`config.mk`:
```
export PLATFORM = sky130hd
export DESIGN_NAME = alu_queue_sched
export DESIGN_NICKNAME = d
export VERILOG_FILES = /design/src/rtl/alu_queue_sched.sv
export SDC_FILE = /design/constraint.sdc
export NUM_CORES = 1
export LEC_CHECK = 0
export ABC_AREA = 1
export CAP_MARGIN = 20
export CELL_PAD_IN_SITES_DETAIL_PLACEMENT = 2
export CELL_PAD_IN_SITES_GLOBAL_PLACEMENT = 2
export CORE_ASPECT_RATIO = 0.9
export CORE_MARGIN = 2
export CORE_UTILIZATION = 41
export CTS_BUF_LIST = sky130_fd_sc_hd__clkbuf_4
export DETAILED_ROUTE_END_ITERATION = 8
export PLACE_DENSITY = 0.87
export SLEW_MARGIN = 25
export SYNTH_ARGS = -nofsm -noshare
export SYNTH_HDL_FRONTEND = slang
export SYNTH_SLANG_ARGS = --single-unit
```
`constraint.sdc`:
```
create_clock -name clk -period 13.2 [get_ports clk]
set_clock_uncertainty 0.2 [all_clocks]
set_input_delay 1.32 -clock clk [delete_from_list [all_inputs] [get_ports clk]]
set_output_delay 1.32 -clock clk [all_outputs]
set_load 0.02 [all_outputs]
```
`src/rtl/alu_queue_sched.sv`:
```
// Command queue feeding a small add/sub/mul ALU through a four-state scheduler.
// Results are held in RESP until the consumer takes them; commands retire in order.
module alu_queue_sched #(
    parameter int WIDTH   = 8,
    parameter int Q_DEPTH = 4
) (
    input  logic                       clk,
    input  logic                       rst,
    input  logic                       cmd_valid,
    input  logic [1:0]                 cmd_op,
    input  logic [WIDTH-1:0]           cmd_x,
    input  logic [WIDTH-1:0]           cmd_z,
    output logic                       cmd_ready,
    output logic [$clog2(Q_DEPTH):0]   number_queued,
    output logic                       q_full,
    output logic [7:0]                 drop_cnt,
    output logic                       res_valid,
    input  logic                       res_ready,
    output logic [2*WIDTH-1:0]         res_y,
    output logic                       res_err
);
    localparam int PW = $clog2(Q_DEPTH);
    localparam logic [PW:0] DEPTH_C = (PW+1)'(Q_DEPTH);

    typedef enum logic [1:0] {IDLE, EXEC, MUL2, RESP} state_t;

    logic [1:0]       r_q_op [Q_DEPTH];
    logic [WIDTH-1:0] r_q_x  [Q_DEPTH];
    logic [WIDTH-1:0] r_q_z  [Q_DEPTH];
    logic [PW-1:0]    r_head, r_tail;
    logic [PW:0]      r_count;
    logic [7:0]       r_drop;

    state_t           r_state;
    logic [1:0]       r_op;
    logic [WIDTH-1:0] r_x, r_z;
    logic [2*WIDTH-1:0] r_res_y;
    logic             r_res_valid, r_res_err;

    logic             w_push, w_pop, w_drop;
    logic [2*WIDTH-1:0] w_xe, w_ze;

    assign cmd_ready     = (r_count < DEPTH_C);
    assign q_full        = (r_count == DEPTH_C);
    assign number_queued = r_count;
    assign drop_cnt      = r_drop;
    assign res_valid     = r_res_valid;
    assign res_y         = r_res_y;
    assign res_err       = r_res_err;

    assign w_push = cmd_valid && cmd_ready;
    assign w_drop = cmd_valid && !cmd_ready;
    assign w_pop  = (r_state == IDLE) && (r_count != '0);
    assign w_xe   = {{WIDTH{1'b0}}, r_x};
    assign w_ze   = {{WIDTH{1'b0}}, r_z};

    always_ff @(posedge clk) begin
        if (w_push) begin
            r_q_op[r_tail] <= cmd_op;
            r_q_x[r_tail]  <= cmd_x;
            r_q_z[r_tail]  <= cmd_z;
        end
    end

    always_ff @(posedge clk) begin
        if (rst) begin
            r_head  <= '0;
            r_tail  <= '0;
            r_count <= '0;
            r_drop  <= '0;
        end else begin
            if (w_push) r_tail <= r_tail + PW'(1);
            if (w_pop)  r_head <= r_head + PW'(1);
            case ({w_push, w_pop})
                2'b10:   r_count <= r_count + (PW+1)'(1);
                2'b01:   r_count <= r_count - (PW+1)'(1);
                default: r_count <= r_count;
            endcase
            if (w_drop && r_drop != 8'hFF) r_drop <= r_drop + 8'd1;
        end
    end

    // res_valid is raised on the first RESP cycle's edge, so the result is
    // visible one cycle after it is written into r_res_y.
    always_ff @(posedge clk) begin
        if (rst) begin
            r_state     <= IDLE;
            r_op        <= '0;
            r_x         <= '0;
            r_z         <= '0;
            r_res_y     <= '0;
            r_res_valid <= 1'b0;
            r_res_err   <= 1'b0;
        end else begin
            case (r_state)
                IDLE: if (w_pop) begin
                    r_op      <= r_q_op[r_head];
                    r_x       <= r_q_x[r_head];
                    r_z       <= r_q_z[r_head];
                    r_res_err <= 1'b0;
                    r_state   <= EXEC;
                end
                EXEC: case (r_op)
                    2'd0: begin r_res_y <= w_xe + w_ze; r_state <= RESP; end
                    2'd1: begin r_res_y <= w_xe - w_ze; r_state <= RESP; end
                    2'd2: r_state <= MUL2;
                    default: begin
                        r_res_y   <= '0;
                        r_res_err <= 1'b1;
                        r_state   <= RESP;
                    end
                endcase
                MUL2: begin
                    r_res_y <= w_xe * w_ze;
                    r_state <= RESP;
                end
                RESP: begin
                    if (!r_res_valid) begin
                        r_res_valid <= 1'b1;
                    end else if (res_ready) begin
                        r_res_valid <= 1'b0;
                        r_state     <= IDLE;
                    end
                end
                default: r_state <= IDLE;
            endcase
        end
    end
endmodule

```
* After elaboration in Yosys (flattened, before gate mapping) *
Memory sizes are Yosys's and may differ from the RTL's. A register that Yosys moved wholly into a read port is not among the register bits.
Index checks and enable logic that the tools add are counted.

storage, ports and cells
  memory bits (writable) = 72
  memories kept = 3
  flip-flop bits (word level) = 35
  input bits = 22

operators by class
  add/sub/neg operators = 7
  reduce and logical (&&, ||, !) cells = 16
  $lt $le $gt $ge = 1
  muxes and demuxes = 15
  multiply operators = 1
  eq/ne operators = 14

memory list
  memory  words  bits a word  read ports  clocked after memory_dff  write ports  RTL line  text
  r_q_x   4      8            1           1                         1            28        logic [WIDTH-1:0] r_q_x [Q_DEPTH];
  r_q_z   4      8            1           1                         1            29        logic [WIDTH-1:0] r_q_z [Q_DEPTH];
  r_q_op  4      2            1           1                         1            27        logic [1:0] r_q_op [Q_DEPTH];

operators by type and width
  kind                                                             number
  16-bit one-hot mux with 3 select lines                           1
  16-bit one-hot mux with 2 select lines                           1
  8-bit by 8-bit multiplier with 16-bit output                     1
  2-bit != test, second input constant                             5
  8-bit by 8-bit adder with 9-bit output                           1
  8-bit by 8-bit subtractor with 9-bit output                      1
  8-bit by 1-bit adder with 8-bit output, second input constant    1
  2-bit == test, second input constant                             4
  8-bit != test, second input constant                             1
  2-bit one-hot mux with 4 select lines                            1
  1-bit 2-to-1 mux                                                 7
  2-bit by 1-bit == test with 1-bit output, second input constant  3
  2-bit 2-to-1 mux                                                 3
  3-bit one-hot mux with 2 select lines                            1
  3-bit AND reduction                                              2
  2-bit nonzero test                                               3
  2-bit by 1-bit adder with 2-bit output, second input constant    2
  1-bit logical AND                                                4
  2-bit logical NOT                                                2
  2-bit AND reduction                                              2
  3-bit by 1-bit adder with 3-bit output, second input constant    1
  3-bit == test, second input constant                             1
  3-bit < comparator, second input constant                        1
  3-bit nonzero test                                               1
  other kinds (4)                                                  4

* Logic depth before layout (Yosys ltp) *
  word-level depth = 4
  gate-level depth with buffers = 21
  depth with buffers taken out = 20

* Worst setup path after synthesis *
OpenSTA, ideal clock, no wires.

  path type = reg2reg
  start = register r_x[1] (read register of r_q_x)
  end = register r_res_y[14] (netlist: res_y[14])
  path slack = 8.926 ns
  arrival = 4.004 ns
  buffers on the path = 1
  clock period less this slack = 4.274 ns
  required time = 12.930 ns
  stages on the path, launching flop included = 20
  path through = dfxtp_1 clkbuf_1 nand2_1 fa_1 fa_1 inv_1 fa_1 inv_1 fa_1 inv_1 ha_1 a21oi_1 nor2_1 nor2_1 nand2_1 nand2_1 nand2_1 nand2_1 nand3_1 a21oi_1

on the way
  cells in the longest elaborated chain, start to end = 3

ends and longest elaborated chain
  item                                                                                  RTL line  text
  start, declared                                                                       36        logic [WIDTH-1:0] r_x, r_z;
  branches (longest 2 deep; another with 8-bit by 8-bit multiplier with 16-bit output)  --
  16-bit one-hot mux with 2 select lines (*)                                            95        case (r_state)
  end signal, assigned                                                                  114       r_res_y <= w_xe * w_ze;
  end, declared                                                                         37        logic [2*WIDTH-1:0] r_res_y;

Every way passes the cells marked *.
A chain may end at the register's enable or synchronous reset.

* Final worst setup path *
  start = register r_x[4] (read register of r_q_x)
  end = register r_res_y[15] (netlist: res_y[15])

Same word-level chain as after synthesis.

==> flow_summary.yaml <==
layout:
  nets: 1098
  n_fill_cell: 2133
  final_cells: 1237
  multiInputGateArea_um2: 3930
  layout-drive-gt1-share_pct: 6.08
  seqCellArea_um2: 3220
  areaGrowthSynthToFinish_pct: 11.8
  post-route-util_pct: 46.6
  diodes: 0
sta:
  fin_crit_sh_pct: 35.5
  fin_setup_tns_ns: 0
  fin_crit_ns: 4.68
  rsz0062_at_grt: "false"
  fmax_mhz: 213
  slew_violations: 0
  maxSlewHeadroom_pct: 36.0
  tightestPinTransition_ns: 0.955
  finalSetupViolations: 0
  hold_viol_final: 0
flow_run:
  cap_violations: 0
routing:
  first_pass_iters: 4
  drt_wl_total_um: 25500
  dr_total_vias: 6585
  ant_nets: 0
  vias_per_cell: 5.32
  drt-initial-drc-count: 285
  wire_per_inst_um: 20.6
  drcViolationCount: 0
clock_tree:
  clock_path_buffers: 2
  tritoncts: "yes"
  clkSinkCount: 125
  clk_latency_ns: 0.58
  postCtsSetupRepairBufs: 0
  clock-root-buffer: "clkbuf_4"
  clk_pin_slew_ns: 0.16
  ctsHoldBuffers: 0
  cts_buffers: 17
  cts_resized: 0
  htree_levels: 4
pwr:
  p_leak_nw: 4.17
  pwr_density_cell_nw_per_um2: 214
  p_int_mw: 0.921
  clkPwrFrac_pct: 13.6
  vdd_drop_max_mv: 0.106
  switching_power_mw: 0.978
  finalPower_mw: 1.90
  pwr-share-comb_pct: 53.3
  swShare_pct: 51.5
  seqPwrFrac_pct: 33.1
placed_design:
  portBuffers: 52
  dp.final_hpwl_um: 18500
  gp_congestion: 0.812
  place_inst: 1205
global_route:
  grtUsageTotal_pct: 26.2
  grt_pass1_vias: 7494
  grt_max_degree: 39
  grt_pass1_wl_um: 40600
  grt_overflow: 0
  antenna_found_initial: 0
floorplan:
  core_area_um2: 19100
  dieArea_um2: 20500
  die_w_um: 151
  ios: 53
  start_util_pct: 41.7
  die_y_um: 136
  rows: 48
setup_path:
  worstSetupPathType: "reg -> reg"
  cp.required_ns: 13.52
  crit_path_end_kind: "flip-flop"
  crit_fanout: 10
  arrival_ns: 5.01
  cp-start-kind: "flip-flop"
logic_synthesis:
  synth_edf_count: 72
  synth_seq_cells: 125
  seq_area_frac_synth_pct: 40.5
  synth_flop_cell: "edfxtp_1"
  yosysWarnings: 0
  syn_inst: 937
  synth_area_per_cell_um2: 8.49
  ys_async_sr_fraction_pct: 0
  synth_cell_types: 39
  synth_nets: 1061
  syn_area_um2: 7960
outcome:
  status: "finished, final reports clean"
min_path:
  hp-class: "reg -> reg"
## final cells by class
type	count	area share [%]
clock buffers	18	1.52
clock inverters	14	1.25
inverters	162	6.89
multi-input cells	609	44.2
flip-flops and latches	125	36.2
well taps	250	3.52
repair buffers	59	6.44
## placed cells by master, fill, tap and decap left out, types with 5 or more instances in the layout
| cell type | n |
|---|---|
| a21oi_2 | 5 |
| ha_1 | 63 |
| clkbuf_4 | 18 |
| clkdlybuf4s50_1 | 52 |
| nor2_1 | 105 |
| a31oi_1 | 23 |
| inv_1 | 153 |
| buf_4 | 7 |
| nand2_1 | 157 |
| o21ai_1 | 8 |
| inv_2 | 7 |
| nand3_1 | 38 |
| edfxtp_1 | 72 |
| nor3_1 | 8 |
| o21ai_0 | 89 |
| fa_1 | 39 |
| a21oi_1 | 46 |
| dfxtp_1 | 53 |
## per-layer routing
layer / global-route usage (%) / share of wire, %
met4: 8.26 / 2.3
met2: 47.2 / 52
met3: 4.46 / 2.4
met1: 32.1 / 43
met5: 0 / 0
## stage by stage
step | setup slack (ns) | cell area (um2) | hold slack [ns]
4_1_cts | 8.52 | 8900 | 0.299
3_5_place_dp | 8.55 | 8650 | 0.280
5_1_grt | 8.20 | 8900 | 0.339
3_3_place_gp | 8.70 | 8650 | 0.274
6_report | 8.52 | 8900 | 0.294
2_1_floorplan | 8.93 | 7960 | 0.290
## state kept, by name (all words and copies together) (netlist names)
| register | count |
|---|---|
| r_q_x | 32 |
| res_valid | 1 |
| res_y | 16 |
| res_err | 1 |
| r_tail | 2 |
| r_op | 2 |
| r_x | 8 |
| r_z | 8 |
| r_head | 2 |
| r_q_z | 32 |
| drop_cnt | 8 |
| number_queued | 3 |
| r_state | 2 |
| r_q_op | 8 |
## critical path, cell delays in order (launching register included)
cell     delay, ns
dfxtp_1       0.67
ha_1          0.34
fa_1          0.46
fa_1          0.51
fa_1          0.55
inv_1         0.06
fa_1          0.53
inv_1         0.04
ha_1          0.34
a21oi_1       0.25
nor2_1        0.09
o21ai_1       0.17
nand3_1       0.11
nand2_1       0.08
nand3_1       0.06
a21oi_1       0.14
## kinds of logic after synthesis
group	synth area share (%)
AOI/OAI and AO/OA	12.5
adders and majority gates	19.7
buffers and inverters	10.1
xor gates and xnor gates	0.770
and+or+nand+nor	16.4
DFF	40.5
## Yosys cell counts (2+ instances only)
| cell type | instances | area, um2 |
|---|---|---|
| inv_1 | 153 | 574 |
| nand4_1 | 4 | 25.0 |
| nor2_1 | 105 | 394 |
| inv_2 | 7 | 26.3 |
| xor2_1 | 3 | 26.3 |
| a31oi_1 | 23 | 144 |
| nand2_1 | 157 | 589 |
| buf_2 | 7 | 35.0 |
| nand3_1 | 38 | 190 |
| o21ai_1 | 8 | 40.0 |
| a21oi_2 | 5 | 43.8 |
| buf_6 | 3 | 33.8 |
| ha_1 | 63 | 788 |
| clkbuf_1 | 27 | 101 |
| a21oi_1 | 46 | 230 |
| and2_1 | 2 | 12.5 |
| xnor2_1 | 4 | 35.0 |
| buf_4 | 2 | 15.0 |
| dfxtp_1 | 53 | 1060 |
| nor3_1 | 8 | 40.0 |
| edfxtp_1 | 72 | 2160 |
| fa_1 | 39 | 781 |
| o21ai_0 | 89 | 445 |
| buf_1 | 2 | 7.51 |
| o21ai_2 | 2 | 17.5 |
| a21o_1 | 2 | 15.0 |
## power by group through the flow
stage          Clock, mW  Combinational (mW)  Sequential [mW]
2_1_floorplan          0               0.704            0.580
3_3_place_gp           0               0.945            0.624
3_5_place_dp           0                1.01            0.634
4_1_cts            0.265                1.02            0.626
5_1_grt            0.279                1.15            0.640
6_report           0.258                1.01            0.629
## worst paths after layout
kind                          startpoint                      to  slack, ns  depth (start not counted)
setup / recovery     r_x[4]$_SDFFE_PP0P_  res_y[15]$_SDFFE_PP0P_       8.52                         15
hold / removal    res_valid$_SDFFE_PP0N_  res_valid$_SDFFE_PP0N_       0.29                          2
setup reg to reg     r_x[4]$_SDFFE_PP0P_  res_y[15]$_SDFFE_PP0P_       8.52                         15
hold reg to reg   res_valid$_SDFFE_PP0N_  res_valid$_SDFFE_PP0N_       0.29                          2
Power figures use the tool's default switching activity.
